**src/rtl/sum_window_pkg.sv**
```systemverilog
// Sizing helpers and result layout shared by the sum window accumulator.
// The max field exists only when SUM_WIN_MAX_EN is defined.
package sum_window_pkg;

    function automatic int acc_width(input int sum_w, input int log2_n);
        return sum_w + log2_n;
    endfunction

    function automatic int win_count(input int log2_n);
        return 1 << log2_n;
    endfunction

    localparam int SUM_W_DEF  = 9;
    localparam int LOG2_N_DEF = 3;
    localparam int ACC_W_DEF  = acc_width(SUM_W_DEF, LOG2_N_DEF);

    typedef struct packed {
        logic [ACC_W_DEF-1:0] acc;
        logic [SUM_W_DEF-1:0] avg;
`ifdef SUM_WIN_MAX_EN
        logic [SUM_W_DEF-1:0] max;
`endif
    } win_result_t;

endpackage

```
**src/rtl/sum_win_outreg.sv**
```systemverilog
// One-entry valid/ready holding register that can reload on the same edge it drains.
module sum_win_outreg
    import sum_window_pkg::*;
#(
    parameter type data_t = win_result_t
) (
    input  logic  clk,
    input  logic  rst_n,
    input  logic  load,
    input  data_t load_data,
    input  logic  out_rdy,
    output logic  out_vld,
    output data_t out_data
);

    // The producer only loads when the slot is empty or draining this edge.
    always_ff @(posedge clk or negedge rst_n) begin
        if (!rst_n) begin
            out_vld  <= 1'b0;
            out_data <= '0;
        end else if (load) begin
            out_vld  <= 1'b1;
            out_data <= load_data;
        end else if (out_vld && out_rdy) begin
            out_vld  <= 1'b0;
        end
    end

endmodule

```
**src/rtl/sum_window_acc.sv**
```systemverilog
// Accumulates windows of 2**LOG2_N sums and presents total/average on a valid/ready output.
// Define SUM_WIN_MAX_EN to add the per-window maximum output win_max.
module sum_window_acc
    import sum_window_pkg::*;
#(
    parameter  int SUM_W  = 9,
    parameter  int LOG2_N = 3,
    localparam int ACC_W  = acc_width(SUM_W, LOG2_N)
) (
    input  logic             clk,
    input  logic             rst_n,
    input  logic             clr,
    input  logic [SUM_W-1:0] sum_i,
    input  logic             sum_vld,
    output logic             sum_rdy,
    output logic             win_vld,
    input  logic             win_rdy,
    output logic [ACC_W-1:0] win_acc,
    output logic [SUM_W-1:0] win_avg
`ifdef SUM_WIN_MAX_EN
    ,
    output logic [SUM_W-1:0] win_max
`endif
);

    localparam int                N    = win_count(LOG2_N);
    localparam logic [LOG2_N-1:0] LAST = LOG2_N'(N - 1);

    typedef struct packed {
        logic [ACC_W-1:0] acc;
        logic [SUM_W-1:0] avg;
`ifdef SUM_WIN_MAX_EN
        logic [SUM_W-1:0] max;
`endif
    } result_t;

    logic [LOG2_N-1:0] cnt;
    logic [ACC_W-1:0]  acc;
    logic [ACC_W-1:0]  total;
    logic              last;
    logic              accept;
    logic              close;
    logic              out_vld;
    result_t           next_res;
    result_t           res;

    // Only the closing sample can stall, and only while the previous result is stuck.
    assign last    = (cnt == LAST);
    assign sum_rdy = !(last && out_vld && !win_rdy);
    assign accept  = sum_vld && sum_rdy && !clr;
    assign close   = accept && last;
    assign total   = acc + ACC_W'(sum_i);

`ifdef SUM_WIN_MAX_EN
    logic [SUM_W-1:0] run_max;
    logic [SUM_W-1:0] max_next;

    assign max_next = (sum_i > run_max) ? sum_i : run_max;

    always_ff @(posedge clk or negedge rst_n) begin
        if (!rst_n) begin
            run_max <= '0;
        end else if (clr || close) begin
            run_max <= '0;
        end else if (accept) begin
            run_max <= max_next;
        end
    end
`endif

    always_comb begin
        next_res     = '0;
        next_res.acc = total;
        next_res.avg = SUM_W'(total >> LOG2_N);
`ifdef SUM_WIN_MAX_EN
        next_res.max = max_next;
`endif
    end

    always_ff @(posedge clk or negedge rst_n) begin
        if (!rst_n) begin
            cnt <= '0;
            acc <= '0;
        end else if (clr) begin
            cnt <= '0;
            acc <= '0;
        end else if (accept) begin
            if (last) begin
                cnt <= '0;
                acc <= '0;
            end else begin
                cnt <= cnt + LOG2_N'(1);
                acc <= total;
            end
        end
    end

    sum_win_outreg #(
        .data_t (result_t)
    ) u_outreg (
        .clk       (clk),
        .rst_n     (rst_n),
        .load      (close),
        .load_data (next_res),
        .out_rdy   (win_rdy),
        .out_vld   (out_vld),
        .out_data  (res)
    );

    assign win_vld = out_vld;
    assign win_acc = res.acc;
    assign win_avg = res.avg;
`ifdef SUM_WIN_MAX_EN
    assign win_max = res.max;
`endif

endmodule
```
**config.mk**
```make
export PLATFORM = sky130hd
export DESIGN_NAME = sum_window_acc
export DESIGN_NICKNAME = d
export VERILOG_FILES = /design/src/rtl/sum_window_pkg.sv /design/src/rtl/sum_win_outreg.sv /design/src/rtl/sum_window_acc.sv
export SDC_FILE = /design/constraint.sdc
export NUM_CORES = 1
export LEC_CHECK = 0
export BUFFER_PORTS_ARGS = -buffer_cell sky130_fd_sc_hd__buf_4
export CAP_MARGIN = 0
export CORE_ASPECT_RATIO = 0.7
export CORE_MARGIN = 2
export CORE_UTILIZATION = 30
export DETAILED_ROUTE_END_ITERATION = 8
export PLACE_DENSITY = 0.51
export SYNTH_ARGS = -nofsm -noshare
export SYNTH_HDL_FRONTEND = slang
export SYNTH_SLANG_ARGS = --single-unit
```
**constraint.sdc**
```tcl
create_clock -name clk -period 4.12 [get_ports clk]
set_input_delay 0.206 -clock clk [delete_from_list [all_inputs] [get_ports clk]]
set_output_delay 0.206 -clock clk [all_outputs]
set_load 0.02 [all_outputs]
```
* Word level (Yosys, flattened, before mapping)
Index checks and enable logic that the tools add are counted.
Cells by class: $add $sub $neg 2, equality and inequality tests 1, multiplexer cells 8, reductions and logical operators 11
Operators by type and width (count):
- two-way mux 12 bit | 3
- adder 12 x 9 -> 12 bit | 1
- two-way mux 3 bit | 3
- logical AND 1 bit | 6
- nonzero test 2 bit | 2
- adder 3 x 1 -> 3 bit (second input constant) | 1
- == test 3 bit (second input constant) | 1
- logical NOT 1 bit | 3
- two-way mux 1 bit | 2
Word-level totals: register bits 37, bits of input ports 14

* Logic depth before layout (Yosys ltp)
depth after elaboration 8, gate-level depth with buffers 8, depth with buffers taken out 8

* Modules after synthesis
A second synthesis with hierarchy kept.
Unflattened totals: cells, all modules 160, area, all modules 1925.6 um2
By module, submodules not included:
- sum_window_acc | times used 1, cells each 113, area each 1104.8 um2
- sum_win_outreg | times used 1, cells each 47, area each 820.8 um2

* Worst setup path before layout
No wires, ideal clock.
kind register to register, from reg acc[0], to reg acc[10], library setup time 0.083 ns, arrival time 1.789 ns, required time 4.037 ns, slack 2.249 ns, cell stages (with the launch flop) 9, path buffers 0, period minus slack after synthesis 1.871 ns, path through dfrtp_1 > ha_1 > inv_1 > fa_1 > nand2b_1 > a21oi_2 > o21ai_0 > a211o_1 > o21ai_0
On the way: word-level cells in the longest chain between the ends 4
RTL lines:
- from (decl) | line sum_window_acc.sv:38 | logic [ACC_W-1:0] acc;
- from (signal assigned) | line sum_window_acc.sv:93 | acc <= total;
- adder 12 x 9 -> 12 bit | line sum_window_acc.sv:52 | assign total = acc + ACC_W'(sum_i);
- two-way mux 12 bit | line sum_window_acc.sv:88 | if (last) begin
- two-way mux 12 bit | line sum_window_acc.sv:87 | end else if (accept) begin
- two-way mux 12 bit | line sum_window_acc.sv:84 | end else if (clr) begin
No other way between the ends. The select of a mux whose other input is x is not followed. A chain may end at the register's enable or synchronous reset.

* Worst setup path in the final report
Same ends and word-level chain as after synthesis.

==> qor.yml <==
outcome: "finished, final reports clean"
worstSetupStartpointType: "flop"
hold_path.class: "in2reg"
ys_ff_latch: 28
cpPeakStageDelay_ps: 400
h-tree-depth: 1
clock.fmax_mhz: 455
route.detailed.drc: 0
worstMarginPinSlew_ps: 1060
cts.path.max_buffers: 2
start_util: 0.312
row_count: 22
cts.sinks: 28
postCtsSetupBuffers: 0
slew_viol_final: 0
ys_types: 35
maxCapViolCount: 0
die_y_um: 65.7
grtUsageTotal: 0.116
required_ps: 4320
crit_top_cell: "o21ai_0"
yosysSeqAreaShare: 0.430
finalSetupViolations: 0
worstSetupPathType: "reg2reg"
syn_nets: 188
vias: 1193
seqCellArea_sq_um: 701
vias_per_cell: 4.54
routed_wl_um: 3310
layout.nets: 218
diodes: 0
syn_area_sq_um: 1630
die_w_um: 92.1
place_congestion: 0.780
relSlewSlack: 0.296
cts_tree: "built"
multi_input_area_sq_um: 825
root_buffer: "clkbuf_8"
antenna_found_initial: 0
crit_fanout: 4
drive_gt1_frac: 0.277
rsz0062_at_grt: "false"
fin_crit_ps: 2200
finClkSkew_ps: 8.84
synth_edf_count: 0
path_cells: "ha_1 > inv_1 > fa_1 > nand2b_1 > a21oi_2 > o21ai_0 > a211o_1 > o21ai_0"
ant_nets: 0
firstDrtPassIters: 4
io_buffers: 36
synthArstFlopShare: 1.00
critPathCaptureType: "flop"
areaGrowthSynthToFinish_pct: 21.0
post_layout_nonfiller_instances: 263
overflow: 0
io_pins: 37
clk_latency_ps: 280
dp.final_hpwl_um: 2480
grt_pass1_vias: 1121
synth.avg_cell_area_sq_um: 10.1
grt_max_degree: 29
fill_cells: 563
p_per_area_nw_per_um2: 318
ys.flop_type: "dfrtp_1"
place_inst: 258
wl_per_cell_um: 12.6
p_leak_nw: 0.969
cts_buffers: 3
grt_pass1_wl_um: 5400
crit_slowest_cell: "fa_1"
die_area_sq_um: 6050
syn-instance-count: 162
hold_viol: 0
drt-initial-drc-count: 68
yosys_warnings: 0
core_area_sq_um: 5230
ir_drop_mv: 0.111
period_share: 0.533
fin_setup_tns_ps: 0
crit_arrival_ps: 2400
clkTransAtPathRegs_ps: 100
through the flow:
step                       util  worst slack (ps)  area [sq um]  power [mW]  hold WS [ps]
after detailed placement  0.365              1920          1910       0.461           156
after floorplan               -              2250          1630       0.418         -89.6
after global routing      0.377              1700          1970       0.670          92.5
after global placement    0.365              1970          1910       0.461           154
after CTS                 0.377              1890          1970       0.640          86.7
final                     0.377              1920          1970       0.628          94.5
sequential cells by signal (all words and copies together), names as in the netlist:
register and cells:
u_outreg.out_vld 1, u_outreg.out_data 12, cnt 3, acc 12
synth_stat cells (all sizes together) (2+ instances only):
cell type / count / area share
dfrtp: 28 / 0.43
nand2: 22 / 0.051
o21ai: 13 / 0.040
a21oi: 12 / 0.039
buf: 11 / 0.048
ha: 11 / 0.084
a22o: 7 / 0.038
xnor2: 7 / 0.038
inv: 6 / 0.014
mux2: 6 / 0.044
nor2: 6 / 0.014
nand3: 5 / 0.015
nand2b: 4 / 0.015
a21o: 3 / 0.014
a31oi: 3 / 0.015
o211ai: 3 / 0.020
nor2b: 2 / 0.0077
or3: 2 / 0.0077
xor2: 2 / 0.011
layer usage:
layer	track usage	up-vias	routed length, um
met1	0.167	548	1780
met3	0.0298	4	129
met5	0	-	0
met4	0.0280	0	34
met2	0.174	22	1360
li1	-	619	-
cells in the final DEF, fill, tap and decap left out, types with 2 or more instances in the layout:
cell type  Yosys  routed
dfrtp_1       28      28
or3_1          2       2
a21o_1         3       3
o211ai_2       2       2
a22o_1         6       6
buf_4          9      36
o21ai_1        3       3
clkbuf_8       0       4
nand2b_1       4       4
a21oi_1       11      11
ha_1          11      11
xnor2_1        7       7
xor2_1         2       2
nand3_1        5       5
mux2_2         5       5
inv_1          6       6
nor2_1         6       6
o21ai_0       10      10
a31oi_1        2       2
nor2b_1        2       2
nand2_1       22      22
path summary, 6_finish.rpt:
kind | cells after the start | to | startpoint | slack [ps]
setup / recovery | 8 | acc[10] | acc[0] | 1920
hold / removal | 2 | cnt[2] | clr | 90
setup reg to reg | 8 | acc[10] | acc[0] | 1920
hold reg to reg | 2 | u_outreg.out_data[9] | u_outreg.out_data[9] | 480
max in group asynchronous | 2 | acc[9] | rst_n | 3470
min in group asynchronous | 2 | u_outreg.out_data[11] | rst_n | 380
final cells by class:
| cell class | count | share of cell area |
|---|---|---|
| well taps | 72 | 0.0457 |
| repair buffers | 37 | 0.142 |
| clock buffers | 4 | 0.0279 |
| inverters | 6 | 0.0114 |
| flip-flops and latches | 28 | 0.355 |
| multi-input cells | 116 | 0.418 |
power breakdown:
| group | switching [mW] | leakage [nW] | internal [mW] |
|---|---|---|---|
| sequential | 0.00973 | 0.384 | 0.289 |
| combinational | 0.0857 | 0.557 | 0.0687 |
| clock | 0.0884 | 0.0288 | 0.0857 |
what timing repair did:
action	in CTS	in global routing
resized for setup	0	0
endpoints found under the setup margin	0	0
hold buffers	1	0
endpoints found under the hold margin	28	0
worst max-delay path: cells and delay by family, from the launching register on:
kind,cells,cell delay [ps]
flip-flops,1,370
AO/OA/AOI/OAI,4,880
buffers and inverters,1,70
adder cells (fa/ha/maj),2,610
AND/OR/NAND/NOR,1,190
cells by family after synthesis:
family,synth area share
AO/OA/AOI/OAI,0.193
AND/OR/NAND/NOR,0.124
flip-flops,0.430
buffers and inverters,0.0645
adder cells (fa/ha/maj),0.0967
XOR/XNOR,0.0484
multiplexers,0.0437
Power figures use the tool's default switching activity.
